## src/rtl/memport_arbiter.sv

```systemverilog
`timescale 1ns/1ps
// memport_arbiter
//
// Arbiter and sequencer for the single shared memory port of the 5-stage
// pipeline. Instruction fetches (IF) and load/store accesses (MEM) are
// serialised onto one request/grant/response bus. MEM always wins over IF.
// A redirect (flush) discards an in-flight fetch: its bus handshake still
// completes, but no if_valid is produced for it.
//
// Ports
//   clk, rst                 clock, asynchronous active-high reset
//   if_req, if_addr          fetch request (held until if_valid or flush)
//   if_rdata, if_valid       fetched instruction + one-cycle completion pulse
//   mem_req, mem_we,         data access request (held until mem_done),
//   mem_addr, mem_wdata,     store/load select, address, store data and
//   mem_wstrb                byte enables
//   mem_rdata, mem_done      load data + one-cycle completion pulse
//   flush                    branch/jump redirect, cancels the current fetch
//   stall_f, stall_m         hold PC and IF/ID / hold the whole pipeline
//   bus_req, bus_we,         bus request with registered payload, stable
//   bus_addr, bus_wdata,     from request until grant
//   bus_wstrb
//   bus_gnt                  request accepted this cycle
//   bus_rvalid, bus_rdata    response (read data or write ack)
module memport_arbiter #(
    parameter int AW = 32,
    parameter int DW = 32
) (
    input  logic            clk,
    input  logic            rst,
    // instruction fetch side
    input  logic            if_req,
    input  logic [AW-1:0]   if_addr,
    output logic [DW-1:0]   if_rdata,
    output logic            if_valid,
    // data access side
    input  logic            mem_req,
    input  logic            mem_we,
    input  logic [AW-1:0]   mem_addr,
    input  logic [DW-1:0]   mem_wdata,
    input  logic [DW/8-1:0] mem_wstrb,
    output logic [DW-1:0]   mem_rdata,
    output logic            mem_done,
    // pipeline control
    input  logic            flush,
    output logic            stall_f,
    output logic            stall_m,
    // shared memory bus
    output logic            bus_req,
    output logic            bus_we,
    output logic [AW-1:0]   bus_addr,
    output logic [DW-1:0]   bus_wdata,
    output logic [DW/8-1:0] bus_wstrb,
    input  logic            bus_gnt,
    input  logic            bus_rvalid,
    input  logic [DW-1:0]   bus_rdata
);

    localparam int NB = DW / 8;

    typedef enum logic [2:0] {
        IDLE   = 3'd0,
        IF_REQ = 3'd1,
        IF_RSP = 3'd2,
        DM_REQ = 3'd3,
        DM_RSP = 3'd4
    } state_t;

    state_t          state_reg, state_next;
    logic            discard_reg, discard_next;

    logic            bus_we_reg, bus_we_next;
    logic [AW-1:0]   bus_addr_reg, bus_addr_next;
    logic [DW-1:0]   bus_wdata_reg, bus_wdata_next;
    logic [NB-1:0]   bus_wstrb_reg, bus_wstrb_next;

    // Payload load strobes; only asserted in IDLE, so the payload is frozen
    // for the whole REQ/RSP span of a transaction.
    logic            load_dm;
    logic            load_if;

    logic            rsp_if;
    logic            rsp_dm;

    // ------------------------------------------------------------------
    // State and payload registers
    // ------------------------------------------------------------------
    always_ff @(posedge clk or posedge rst) begin
        if (rst) begin
            state_reg     <= IDLE;
            discard_reg   <= 1'b0;
            bus_we_reg    <= 1'b0;
            bus_addr_reg  <= '0;
            bus_wdata_reg <= '0;
            bus_wstrb_reg <= '0;
        end else begin
            state_reg     <= state_next;
            discard_reg   <= discard_next;
            bus_we_reg    <= bus_we_next;
            bus_addr_reg  <= bus_addr_next;
            bus_wdata_reg <= bus_wdata_next;
            bus_wstrb_reg <= bus_wstrb_next;
        end
    end

    // ------------------------------------------------------------------
    // Next-state logic
    // ------------------------------------------------------------------
    always_comb begin
        state_next   = state_reg;
        discard_next = discard_reg;
        load_dm      = 1'b0;
        load_if      = 1'b0;

        case (state_reg)
            IDLE: begin
                // A response that shows up here (e.g. left over from an
                // access abandoned by reset) is deliberately ignored.
                discard_next = 1'b0;
                if (mem_req) begin
                    load_dm    = 1'b1;
                    state_next = DM_REQ;
                end else if (if_req && !flush) begin
                    load_if    = 1'b1;
                    state_next = IF_REQ;
                end
            end

            IF_REQ: begin
                if (flush) begin
                    discard_next = 1'b1;
                end
                if (bus_gnt) begin
                    state_next = IF_RSP;
                end
            end

            IF_RSP: begin
                if (flush) begin
                    discard_next = 1'b1;
                end
                if (bus_rvalid) begin
                    // Returning to IDLE always starts the next fetch clean.
                    discard_next = 1'b0;
                    state_next   = IDLE;
                end
            end

            DM_REQ: begin
                if (bus_gnt) begin
                    state_next = DM_RSP;
                end
            end

            DM_RSP: begin
                if (bus_rvalid) begin
                    discard_next = 1'b0;
                    state_next   = IDLE;
                end
            end

            default: begin
                discard_next = 1'b0;
                state_next   = IDLE;
            end
        endcase
    end

    // ------------------------------------------------------------------
    // Payload capture. Fetches go out as reads with all strobes off and
    // zero write data so nothing stale from a previous store leaks out.
    // ------------------------------------------------------------------
    always_comb begin
        bus_we_next   = bus_we_reg;
        bus_addr_next = bus_addr_reg;
        if (load_dm) begin
            bus_we_next   = mem_we;
            bus_addr_next = mem_addr;
        end else if (load_if) begin
            bus_we_next   = 1'b0;
            bus_addr_next = if_addr;
        end
    end

    generate
        for (genvar gi = 0; gi < NB; gi++) begin : g_lane
            always_comb begin
                bus_wdata_next[gi*8 +: 8] = bus_wdata_reg[gi*8 +: 8];
                bus_wstrb_next[gi]        = bus_wstrb_reg[gi];
                if (load_dm) begin
                    bus_wdata_next[gi*8 +: 8] = mem_wdata[gi*8 +: 8];
                    bus_wstrb_next[gi]        = mem_wstrb[gi];
                end else if (load_if) begin
                    bus_wdata_next[gi*8 +: 8] = 8'h00;
                    bus_wstrb_next[gi]        = 1'b0;
                end
            end
        end
    endgenerate

    // ------------------------------------------------------------------
    // Outputs
    // ------------------------------------------------------------------
    assign bus_req   = (state_reg == IF_REQ) || (state_reg == DM_REQ);
    assign bus_we    = bus_we_reg;
    assign bus_addr  = bus_addr_reg;
    assign bus_wdata = bus_wdata_reg;
    assign bus_wstrb = bus_wstrb_reg;

    assign rsp_if = (state_reg == IF_RSP) && bus_rvalid;
    assign rsp_dm = (state_reg == DM_RSP) && bus_rvalid;

    // A flush arriving together with the response also kills the fetch,
    // since the instruction belongs to the path being abandoned.
    assign if_valid  = rsp_if && !discard_reg && !flush;
    assign if_rdata  = if_valid ? bus_rdata : '0;

    assign mem_done  = rsp_dm;
    assign mem_rdata = rsp_dm ? bus_rdata : '0;

    // Stalls are combinational so the pipeline advances on the very edge
    // that ends the completion-pulse cycle. Both are held low during reset.
    assign stall_m = !rst && mem_req && !mem_done;
    assign stall_f = !rst && (stall_m || (if_req && !if_valid && !flush));

endmodule

```

## config.mk

```make
export PLATFORM = sky130hd
export DESIGN_NAME = memport_arbiter
export DESIGN_NICKNAME = d
export VERILOG_FILES = /design/src/rtl/memport_arbiter.sv
export SDC_FILE = /design/constraint.sdc
export NUM_CORES = 1
export LEC_CHECK = 0
export BUFFER_PORTS_ARGS = -buffer_cell sky130_fd_sc_hd__buf_2
export CAP_MARGIN = 20
export CORE_AREA = 2 2 109 111
export CTS_CLUSTER_DIAMETER = 200
export DETAILED_ROUTE_END_ITERATION = 8
export DIE_AREA = 0 0 111 113
export GPL_TIMING_DRIVEN = 0
export SKIP_LAST_GASP = 1
export SLEW_MARGIN = 30
export SYNTH_ARGS = -nofsm -noshare
export SYNTH_HDL_FRONTEND = slang
export SYNTH_SLANG_ARGS = --single-unit
```

## constraint.sdc

```tcl
create_clock -name clk -period 2.9 [get_ports clk]
set_input_delay 0.58 -clock clk [delete_from_list [all_inputs] [get_ports clk]]
set_output_delay 0.58 -clock clk [all_outputs]
set_load 0.02 [all_outputs]
```

==> impl_metrics.env, run 1 <==
export IMPL_seqCellArea_um2=1830
export IMPL_layout_nets=722
export IMPL_hold_class="input port to asynchronous set/reset pin"
export IMPL_dr_pass1_iters=4
export IMPL_diodes=0
export IMPL_routabilityCongestion=0.879
export IMPL_finalCritPeriodShare_pct=90.6
export IMPL_cts_tree="built"
export IMPL_synthArstFlopShare_pct=100
export IMPL_criticalPathCategory="flip-flop to output pin"
export IMPL_route_detailed_drc=0
export IMPL_cellLeakagePower_nw=3.01
export IMPL_place_area_um2=5010
export IMPL_setup_slack_ns=0.272
export IMPL_syn_area_um2=3410
export IMPL_multiInputGateArea_um2=1440
export IMPL_cts_sinks=73
export IMPL_area_delta_synth_final_pct=56.1
export IMPL_reg2reg_to="bus_addr[4]"
export IMPL_cts_made_buffers=9
export IMPL_ys_flop_type="dfrtp_1"
export IMPL_grt_usage_pct=19.3
export IMPL_required_ns=2.32
export IMPL_grt_overflow=0
export IMPL_avgSynthCellArea_um2=11.6
export IMPL_post_place_ws_ns=0.559
export IMPL_final_core_util_pct=47.3
export IMPL_cts_hold_buf=0
export IMPL_io_pins=278
export IMPL_die_w_um=111
export IMPL_slew_headroom_pct=58.8
export IMPL_p_per_area_nw_per_um2=1010
export IMPL_pwr_share_seq_pct=32.3
export IMPL_core_area_um2=11300
export IMPL_row_count=39
export IMPL_post_cts_setup_buffers=0
export IMPL_ant_nets=0
export IMPL_yosysSeqAreaShare_pct=53.5
export IMPL_max_freq_mhz=381
export IMPL_via_per_inst=4.79
export IMPL_grt_pass1_wl_mm=19.1
export IMPL_post_route_cell_area_um2=5330
export IMPL_reg2reg_from="state_reg[0]"
export IMPL_timing_hold_ws_ns=0.244
export IMPL_cp_startpoint="state_reg[0]"
export IMPL_vias=3494
export IMPL_max_vdd_ir_drop_mv=0.595
export IMPL_grt_start_max_net_pins=49
export IMPL_worst_skew_pair_late_latency_ns=0.34
export IMPL_cts_root_buffer="clkbuf_16"
export IMPL_netSwitchingFraction_pct=39.6
export IMPL_clockPowerShare_pct=22.1
export IMPL_dp_hpwl_mm=9.74
export IMPL_cts_repair_resized=0
export IMPL_rsz0062_at_grt="no"
export IMPL_reg2reg_depth=5
export IMPL_end_kind="output pin"
export IMPL_synth_top_area_share_pct=53.5
export IMPL_ys_top_cells_by_count="96 x and2_1, 73 x dfrtp_1, 37 x a22o_1"
export IMPL_setup_viol=0
export IMPL_fill_cells=1103
export IMPL_synth_edf_count=0
export IMPL_clk_pin_slew_ns=0.06
export IMPL_finalClockSkew_ns=0.00721
export IMPL_synthCells=293
export IMPL_switching_power_mw=2.13
export IMPL_r2r_slack_ns=1.01
export IMPL_grt_pass1_vias=3668
export IMPL_tightest_slew_ns=0.614
export IMPL_ys_types=28
export IMPL_htreeDepth=3
export IMPL_clockBufferDepth=2
export IMPL_initial_core_util_pct=30.3
export IMPL_avgRoutedWirePerCell_um=16.8
export IMPL_antenna_found_initial=0
export IMPL_yosysTopAreaCell="dfrtp_1"
export IMPL_dieHeight_um=113
export IMPL_port_buffers=277
export IMPL_arrival_ns=2.05
export IMPL_hold_viol=0
export IMPL_cap_viol_max_count=0
export IMPL_wl_mm=12.3
export IMPL_synth_fp_nets=433
export IMPL_yosys_warnings=0
export IMPL_outcome="finished clean"
export IMPL_power_share_combinational_pct=45.6
export IMPL_drtIter0Drc=141
export IMPL_crit_fanout=10
export IMPL_ys_ff_latch=73
export IMPL_synth_top_cells_by_area="dfrtp_1 54%, and2_1 18%, a22o_1 9.5%, a221o_1 9.4%, buf_2 1.5%"
export IMPL_slew_viol_final=0
export IMPL_synth_most_common_cell="and2_1"
export IMPL_fin_crit_ns=2.63
export IMPL_dieArea_um2=12500
export IMPL_drive_gt1_share_pct=53.5
export IMPL_p_int_mw=3.24
export IMPL_startpoint_type="flip-flop"
## cells by family after synthesis
kind of cell,count (synthesis),share of synthesized area (%)
flops,73,53.5
simple gates,114,21.6
xor+xnor,1,0.257
buf+inv,28,4.33
compound gates,77,20.3
## worst max path at each step
stage	endpoint	cells past startpoint	slack, ns
floorplan	bus_addr[0]	1	0.47
global placement	bus_addr[1]	2	-0.53
detailed placement	mem_rdata[14]	5	0.56
CTS	if_rdata[9]	6	0.25
global route	if_rdata[9]	6	0.15
finish	if_rdata[9]	6	0.27
## cells in the final DEF, fill, tap and decap left out, types with 2 or more instances in the layout
master       n
buf_2      287
and2_1      96
dfrtp_1     73
a22o_1      37
a221o_1     32
clkbuf_1    12
clkbuf_16    9
nor2b_1      3
buf_6        3
nand2_1      3
nor3_2       2
buf_4        2
nor2_1       2
nand2b_1     2
o21ai_0      2
bufinv_16    2
## critical path, stage by stage, from the launching register on
cell     delay [ns]
dfrtp_1        0.35
buf_2          0.19
or3_1          0.35
nor3_2         0.26
buf_2          0.24
and2_1         0.15
buf_2          0.16
## per-layer routing
| layer | up-vias | wire length [um] | global-route usage, % |
|---|---|---|---|
| li1 | 1642 | - | - |
| met4 | 0 | 219 | 6.42 |
| met3 | 14 | 993 | 4.71 |
| met2 | 185 | 6410 | 35.7 |
| met5 | - | 0 | 0 |
| met1 | 1653 | 4640 | 21.9 |
## final cells by class
type                       instances  area share (%)
tap                              143            3.36
clock buffer                      10            4.30
sequential                        73            34.3
inverter                           2           0.188
buffer                            26            2.63
timing repair buffer             278            26.5
clock inverter                     6            1.69
multi-input combinational        192            27.0
## power by group through the flow
stage                     sequential, mW  combinational [mW]  clock, mW
after global routing                1.79                2.64       1.25
after global placement              1.73                2.44          0
final                               1.74                2.45       1.19
after floorplan                     2.27                1.03          0
after detailed placement            1.74                2.47          0
after CTS                           1.73                2.49       1.22
## metrics by stage
step	std cells	power, mW	setup TNS (ns)
global placement	713	4.17	-38.58
global route	730	5.69	0
detailed placement	714	4.22	0
finish	730	5.37	0
floorplan	293	3.30	0
CTS	730	5.43	0
(Power assumes the default switching activity.)
==> inputs of run 2 (changes only) <==
BUFFER_PORTS_ARGS = -buffer_cell sky130_fd_sc_hd__buf_4   (was -buffer_cell sky130_fd_sc_hd__buf_2)
==> run 2 against run 1 <==
  * Worst hold slack better by 0.053 ns
  * Via count fell by 0.74%
  * Sequential share of layout area fell by 3.9 points
  * Sequential power about the same
  * Flip-flop and latch count unchanged
  * Routed wire length rose by 4.6%
  * First-iteration DRC count increased by 24%
  * Combinational power grew 13%
  * Critical path depth did not move
  * Critical path type unchanged
==> impl_metrics.env, run 2 (synthesized netlist as in run 1, its figures left out) <==
export IMPL_outcome="finished clean"
export IMPL_path_cells="buf_2, or3_1, nor3_2, buf_2, and2_1, buf_4"
export IMPL_route_detailed_drc=0
export IMPL_cts_tree="built"
export IMPL_grt_usage_pct=19.7
export IMPL_cp_slowest_stage_delay_ns=0.35
export IMPL_p_per_area_nw_per_um2=945
export IMPL_via_per_inst=4.75
export IMPL_drive_gt1_share_pct=53.5
export IMPL_drtIter0Drc=175
export IMPL_port_buffers=277
export IMPL_tightest_slew_ns=0.650
export IMPL_multiInputGateArea_um2=1440
export IMPL_setup_viol=0
export IMPL_crit_fanout=10
export IMPL_startpoint_type="flip-flop"
export IMPL_final_common_cell="buf_4"
export IMPL_dieArea_um2=12500
export IMPL_arrival_ns=2.04
export IMPL_instances_no_fill=730
export IMPL_antenna_found_initial=0
export IMPL_avgRoutedWirePerCell_um=17.6
export IMPL_cp_startpoint="state_reg[0]"
export IMPL_diodes=0
export IMPL_finalClockSkew_ns=0.00548
export IMPL_dieHeight_um=113
export IMPL_grt_start_max_net_pins=39
export IMPL_cts_repair_resized=0
export IMPL_cts_sinks=73
export IMPL_fin_crit_ns=2.62
export IMPL_core_area_um2=11300
export IMPL_layout_nets=722
export IMPL_rsz0062_at_grt="no"
export IMPL_power_total_mw=5.67
export IMPL_cellLeakagePower_nw=3.15
export IMPL_setup_tns_final_ns=0
export IMPL_clockBufferDepth=2
export IMPL_seqCellArea_um2=1830
export IMPL_reg2reg_from="state_reg[0]"
export IMPL_dp_cells=714
export IMPL_end_kind="output pin"
export IMPL_row_count=39
export IMPL_criticalPathCategory="flip-flop to output pin"
export IMPL_die_w_um=111
export IMPL_wl_mm=12.8
export IMPL_cts_root_buffer="clkbuf_16"
export IMPL_cts_made_buffers=9
export IMPL_area_delta_synth_final_pct=75.8
export IMPL_clk_pin_slew_ns=0.06
export IMPL_post_cts_setup_buffers=0
export IMPL_dr_pass1_iters=4
export IMPL_slew_viol_final=0
export IMPL_grt_pass1_wl_mm=19.3
export IMPL_slowest_stage="dfrtp_1"
export IMPL_grt_pass1_vias=3613
export IMPL_htreeDepth=3
export IMPL_cts_hold_buf=0
export IMPL_ant_nets=0
export IMPL_dp_hpwl_mm=10.1
export IMPL_mostFrequentLayoutCells="279 x buf_4, 96 x and2_1, 73 x dfrtp_1, 37 x a22o_1, 32 x a221o_1"
export IMPL_initial_core_util_pct=30.3
export IMPL_grt_overflow=0
export IMPL_hold_class="input port to asynchronous set/reset pin"
export IMPL_max_freq_mhz=382
export IMPL_vias=3468
export IMPL_cpMostUsedCell="buf_2"
export IMPL_max_vdd_ir_drop_mv=0.542
export IMPL_finalCritPeriodShare_pct=90.3
export IMPL_slew_headroom_pct=56.4
export IMPL_cap_viol_max_count=0
export IMPL_required_ns=2.32
export IMPL_worst_skew_pair_late_latency_ns=0.33
export IMPL_fill_cells=1025
export IMPL_routabilityCongestion=0.850
export IMPL_final_core_util_pct=53.2
export IMPL_r2r_slack_ns=1.04
export IMPL_hold_viol=0
export IMPL_io_pins=278
run 2: cell types whose count changed in the layout (fill, tap and decap cells not counted):
| cell | before | now |
|---|---|---|
| buf_12 | 0 | 1 |
| buf_16 | 1 | 0 |
| buf_2 | 287 | 10 |
| buf_4 | 2 | 279 |
| bufinv_16 | 2 | 1 |
| clkbuf_8 | 0 | 2 |
| inv_6 | 1 | 0 |
run 2: area by class of cell:
class	instances	share of cell area [%]
multi-input cells	192	24.0
well taps	143	2.98
flip-flops and latches	73	30.4
inverters	2	0.167
repair buffers	278	35.0
plain buffers	26	2.33
clock inverters	4	0.855
clock buffers	12	4.27
run 2: metal layers:
layer	vias to the layer above	GRT usage (%)	wire, um
met5	-	0	0
met3	11	4.55	1010
met2	176	37.2	6820
met4	0	5.75	144
li1	1631	-	-
met1	1650	22.2	4850
run 2: stage by stage:
stage | hold WS [ns] | setup WS (ns) | cell area, um2
3_5_place_dp | 0.493 | 0.609 | 5690
2_1_floorplan | 0.487 | 0.467 | 3410
5_1_grt | 0.349 | 0.175 | 6000
3_3_place_gp | 0.490 | -0.522 | 5670
6_report | 0.297 | 0.281 | 6000
4_1_cts | 0.318 | 0.256 | 6000
run 2: report_power, final:
group          total [mW]  internal, mW  switching [mW]
Sequential           1.76          1.48           0.273
Combinational        2.78          1.32            1.46
Clock                1.13         0.713           0.418
run 2: worst max-delay path: cells and delay by family, from the launching register on:
| family | cells | cell delay, ns |
|---|---|---|
| buf+inv | 3 | 0.58 |
| simple gates | 3 | 0.77 |
| flops | 1 | 0.35 |
run 2: final timing paths:
kind                                       to  depth (start not counted)
worst max register to register    bus_addr[5]                          5
worst max-delay path             if_rdata[29]                          6
min in group clk                 state_reg[0]                          2
worst min register to register   bus_wdata[8]                          1
max in group asynchronous       bus_wdata[17]                          3
worst min-delay path             bus_addr[13]                          2
==> inputs of run 3 (changes only) <==
CELL_PAD_IN_SITES_DETAIL_PLACEMENT = 1   (was not set)
CELL_PAD_IN_SITES_GLOBAL_PLACEMENT = 2   (was not set)
CORE_AREA = not set   (was 2 2 109 111)
CORE_UTILIZATION = 21   (was not set)
DIE_AREA = not set   (was 0 0 111 113)
PLACE_DENSITY_LB_ADDON = 0.1   (was not set)
==> run 3 against run 2 <==
  * First-iteration DRC count fell by 39%
  * Register-to-register slack gained 0.08 ns
  * Total power up 0.23%
  * Cell count rose by 10%
  * Fmax decreased by 3.6%
  * Global-route usage decreased by 3.5 points
  * Sequential power hardly changed
  * Setup slack worse by 0.097 ns
  * Count of clock-buffer cells in the layout down 3
  * Critical endpoint is now if_rdata[25]
  * Largest cell class unchanged
  * Largest power group unchanged
  * Highest routed layer unchanged
==> impl_metrics.env, run 3 (synthesized netlist as in run 1, its figures left out) <==
export IMPL_outcome="finished clean"
export IMPL_slowest_stage="dfrtp_1"
export IMPL_fill_cells=1848
export IMPL_rsz0062_at_grt="no"
export IMPL_grt_pass1_vias=3760
export IMPL_diodes=0
export IMPL_die_w_um=129
export IMPL_port_buffers=277
export IMPL_post_cts_setup_buffers=0
export IMPL_worst_skew_pair_late_latency_ns=0.33
export IMPL_vias=3551
export IMPL_htreeDepth=3
export IMPL_instances_no_fill=803
export IMPL_ant_nets=0
export IMPL_arrival_ns=2.14
export IMPL_slew_headroom_pct=57.9
export IMPL_cp_top_family="simple AND/OR/NAND/NOR gates"
export IMPL_antenna_found_initial=0
export IMPL_timing_hold_ws_ns=0.288
export IMPL_via_per_inst=4.42
export IMPL_row_count=46
export IMPL_cts_made_buffers=9
export IMPL_dp_cells=787
export IMPL_dp_hpwl_mm=10.9
export IMPL_cp_slowest_stage_delay_ns=0.49
export IMPL_tightest_slew_ns=0.628
export IMPL_layout_nets=722
export IMPL_cts_root_buffer="clkbuf_16"
export IMPL_cts_tree="built"
export IMPL_cts_hold_buf=0
export IMPL_cap_viol_max_count=0
export IMPL_fin_crit_ns=2.72
export IMPL_hold_class="input port to asynchronous set/reset pin"
export IMPL_grt_pass1_wl_mm=20.6
export IMPL_end_kind="output pin"
export IMPL_max_freq_mhz=368
export IMPL_wl_mm=13.8
export IMPL_hold_viol=0
export IMPL_dieArea_um2=16800
export IMPL_startpoint_type="flip-flop"
export IMPL_finalCritPeriodShare_pct=93.7
export IMPL_grt_usage_pct=16.2
export IMPL_slew_viol_final=0
export IMPL_io_pins=278
export IMPL_required_ns=2.32
export IMPL_dieHeight_um=129
export IMPL_grt_start_max_net_pins=43
export IMPL_finalClockSkew_ns=0.00443
export IMPL_core_area_um2=15900
export IMPL_grt_overflow=0
export IMPL_path_cells="or3_1, nor3_4, clkbuf_4, and2_1, buf_4"
export IMPL_route_detailed_drc=0
export IMPL_clockBufferDepth=2
export IMPL_cellLeakagePower_nw=3.16
export IMPL_mostFrequentLayoutCells="279 x buf_4, 96 x and2_1, 73 x dfrtp_1, 37 x a22o_1, 32 x a221o_1"
export IMPL_area_delta_synth_final_pct=78.9
export IMPL_setup_viol=0
export IMPL_clk_pin_slew_ns=0.06
export IMPL_drtIter0Drc=106
export IMPL_crit_fanout=10
export IMPL_criticalPathCategory="flip-flop to output pin"
export IMPL_initial_core_util_pct=21.5
export IMPL_final_common_cell="buf_4"
export IMPL_cp_num_buf_inv=2
export IMPL_drive_gt1_share_pct=53.7
export IMPL_routabilityCongestion=0.716
export IMPL_avgRoutedWirePerCell_um=17.2
export IMPL_cts_sinks=73
export IMPL_max_vdd_ir_drop_mv=0.313
export IMPL_p_per_area_nw_per_um2=931
export IMPL_dr_pass1_iters=4
==> run 3: area by class of cell <==
| class | count | area, um2 | area share, % |
|---|---|---|---|
| Sequential cell | 73 | 1830 | 29.9 |
| Clock buffer | 9 | 225 | 3.69 |
| Tap cell | 216 | 270 | 4.43 |
| Clock inverter | 7 | 80.1 | 1.31 |
| Buffer | 26 | 143 | 2.34 |
| Multi-Input combinational cell | 192 | 1450 | 23.7 |
| Inverter | 2 | 10.0 | 0.164 |
| Timing Repair Buffer | 278 | 2110 | 34.5 |
==> run 3: metrics by stage <==
stage / utilization (%) / worst slack (ns) / total power, mW / TNS, ns / area [um2]
finish: 38.4 / 0.184 / 5.69 / 0 / 6110
CTS: 38.4 / 0.0787 / 5.78 / 0 / 6100
detailed placement: 36.5 / 0.350 / 4.60 / 0 / 5790
global route: 38.4 / 0.0239 / 6.03 / 0 / 6110
floorplan: - / 0.467 / 3.30 / 0 / 3410
global placement: 36.3 / -0.680 / 4.55 / -49.32 / 5760
==> run 3: path summary, 6_finish.rpt <==
kind,to,slack (ns),cells after the start,startpoint
max in group asynchronous,bus_wdata[18],2.04,3,rst
setup reg to reg,bus_addr[22],1.12,5,state_reg[0]
hold reg to reg,bus_wdata[20],0.50,1,bus_wdata[20]
hold / removal,bus_wdata[1],0.29,2,rst
setup / recovery,if_rdata[25],0.18,5,state_reg[2]
min in group clk,bus_wdata[16],0.46,2,mem_wdata[16]
==> run 3: timing repair <==
item	in CTS	in global routing
setup endpoints to repair	1	1
resized for setup	1	1
pin swaps	0	0
==> run 3: per-layer routing <==
| layer | vias to the layer above | routed length (um) | GRT usage, % |
|---|---|---|---|
| li1 | 1635 | - | - |
| met4 | 0 | 112 | 4.10 |
| met1 | 1746 | 5310 | 18.1 |
| met3 | 6 | 1100 | 4.54 |
| met5 | - | 0 | 0 |
| met2 | 164 | 7330 | 30.1 |
==> run 3: where the power goes <==
group	switching (mW)	internal (mW)	leakage, nW
clock network	0.461	0.675	0.148
registers	0.271	1.48	0.918
logic	1.47	1.33	2.09
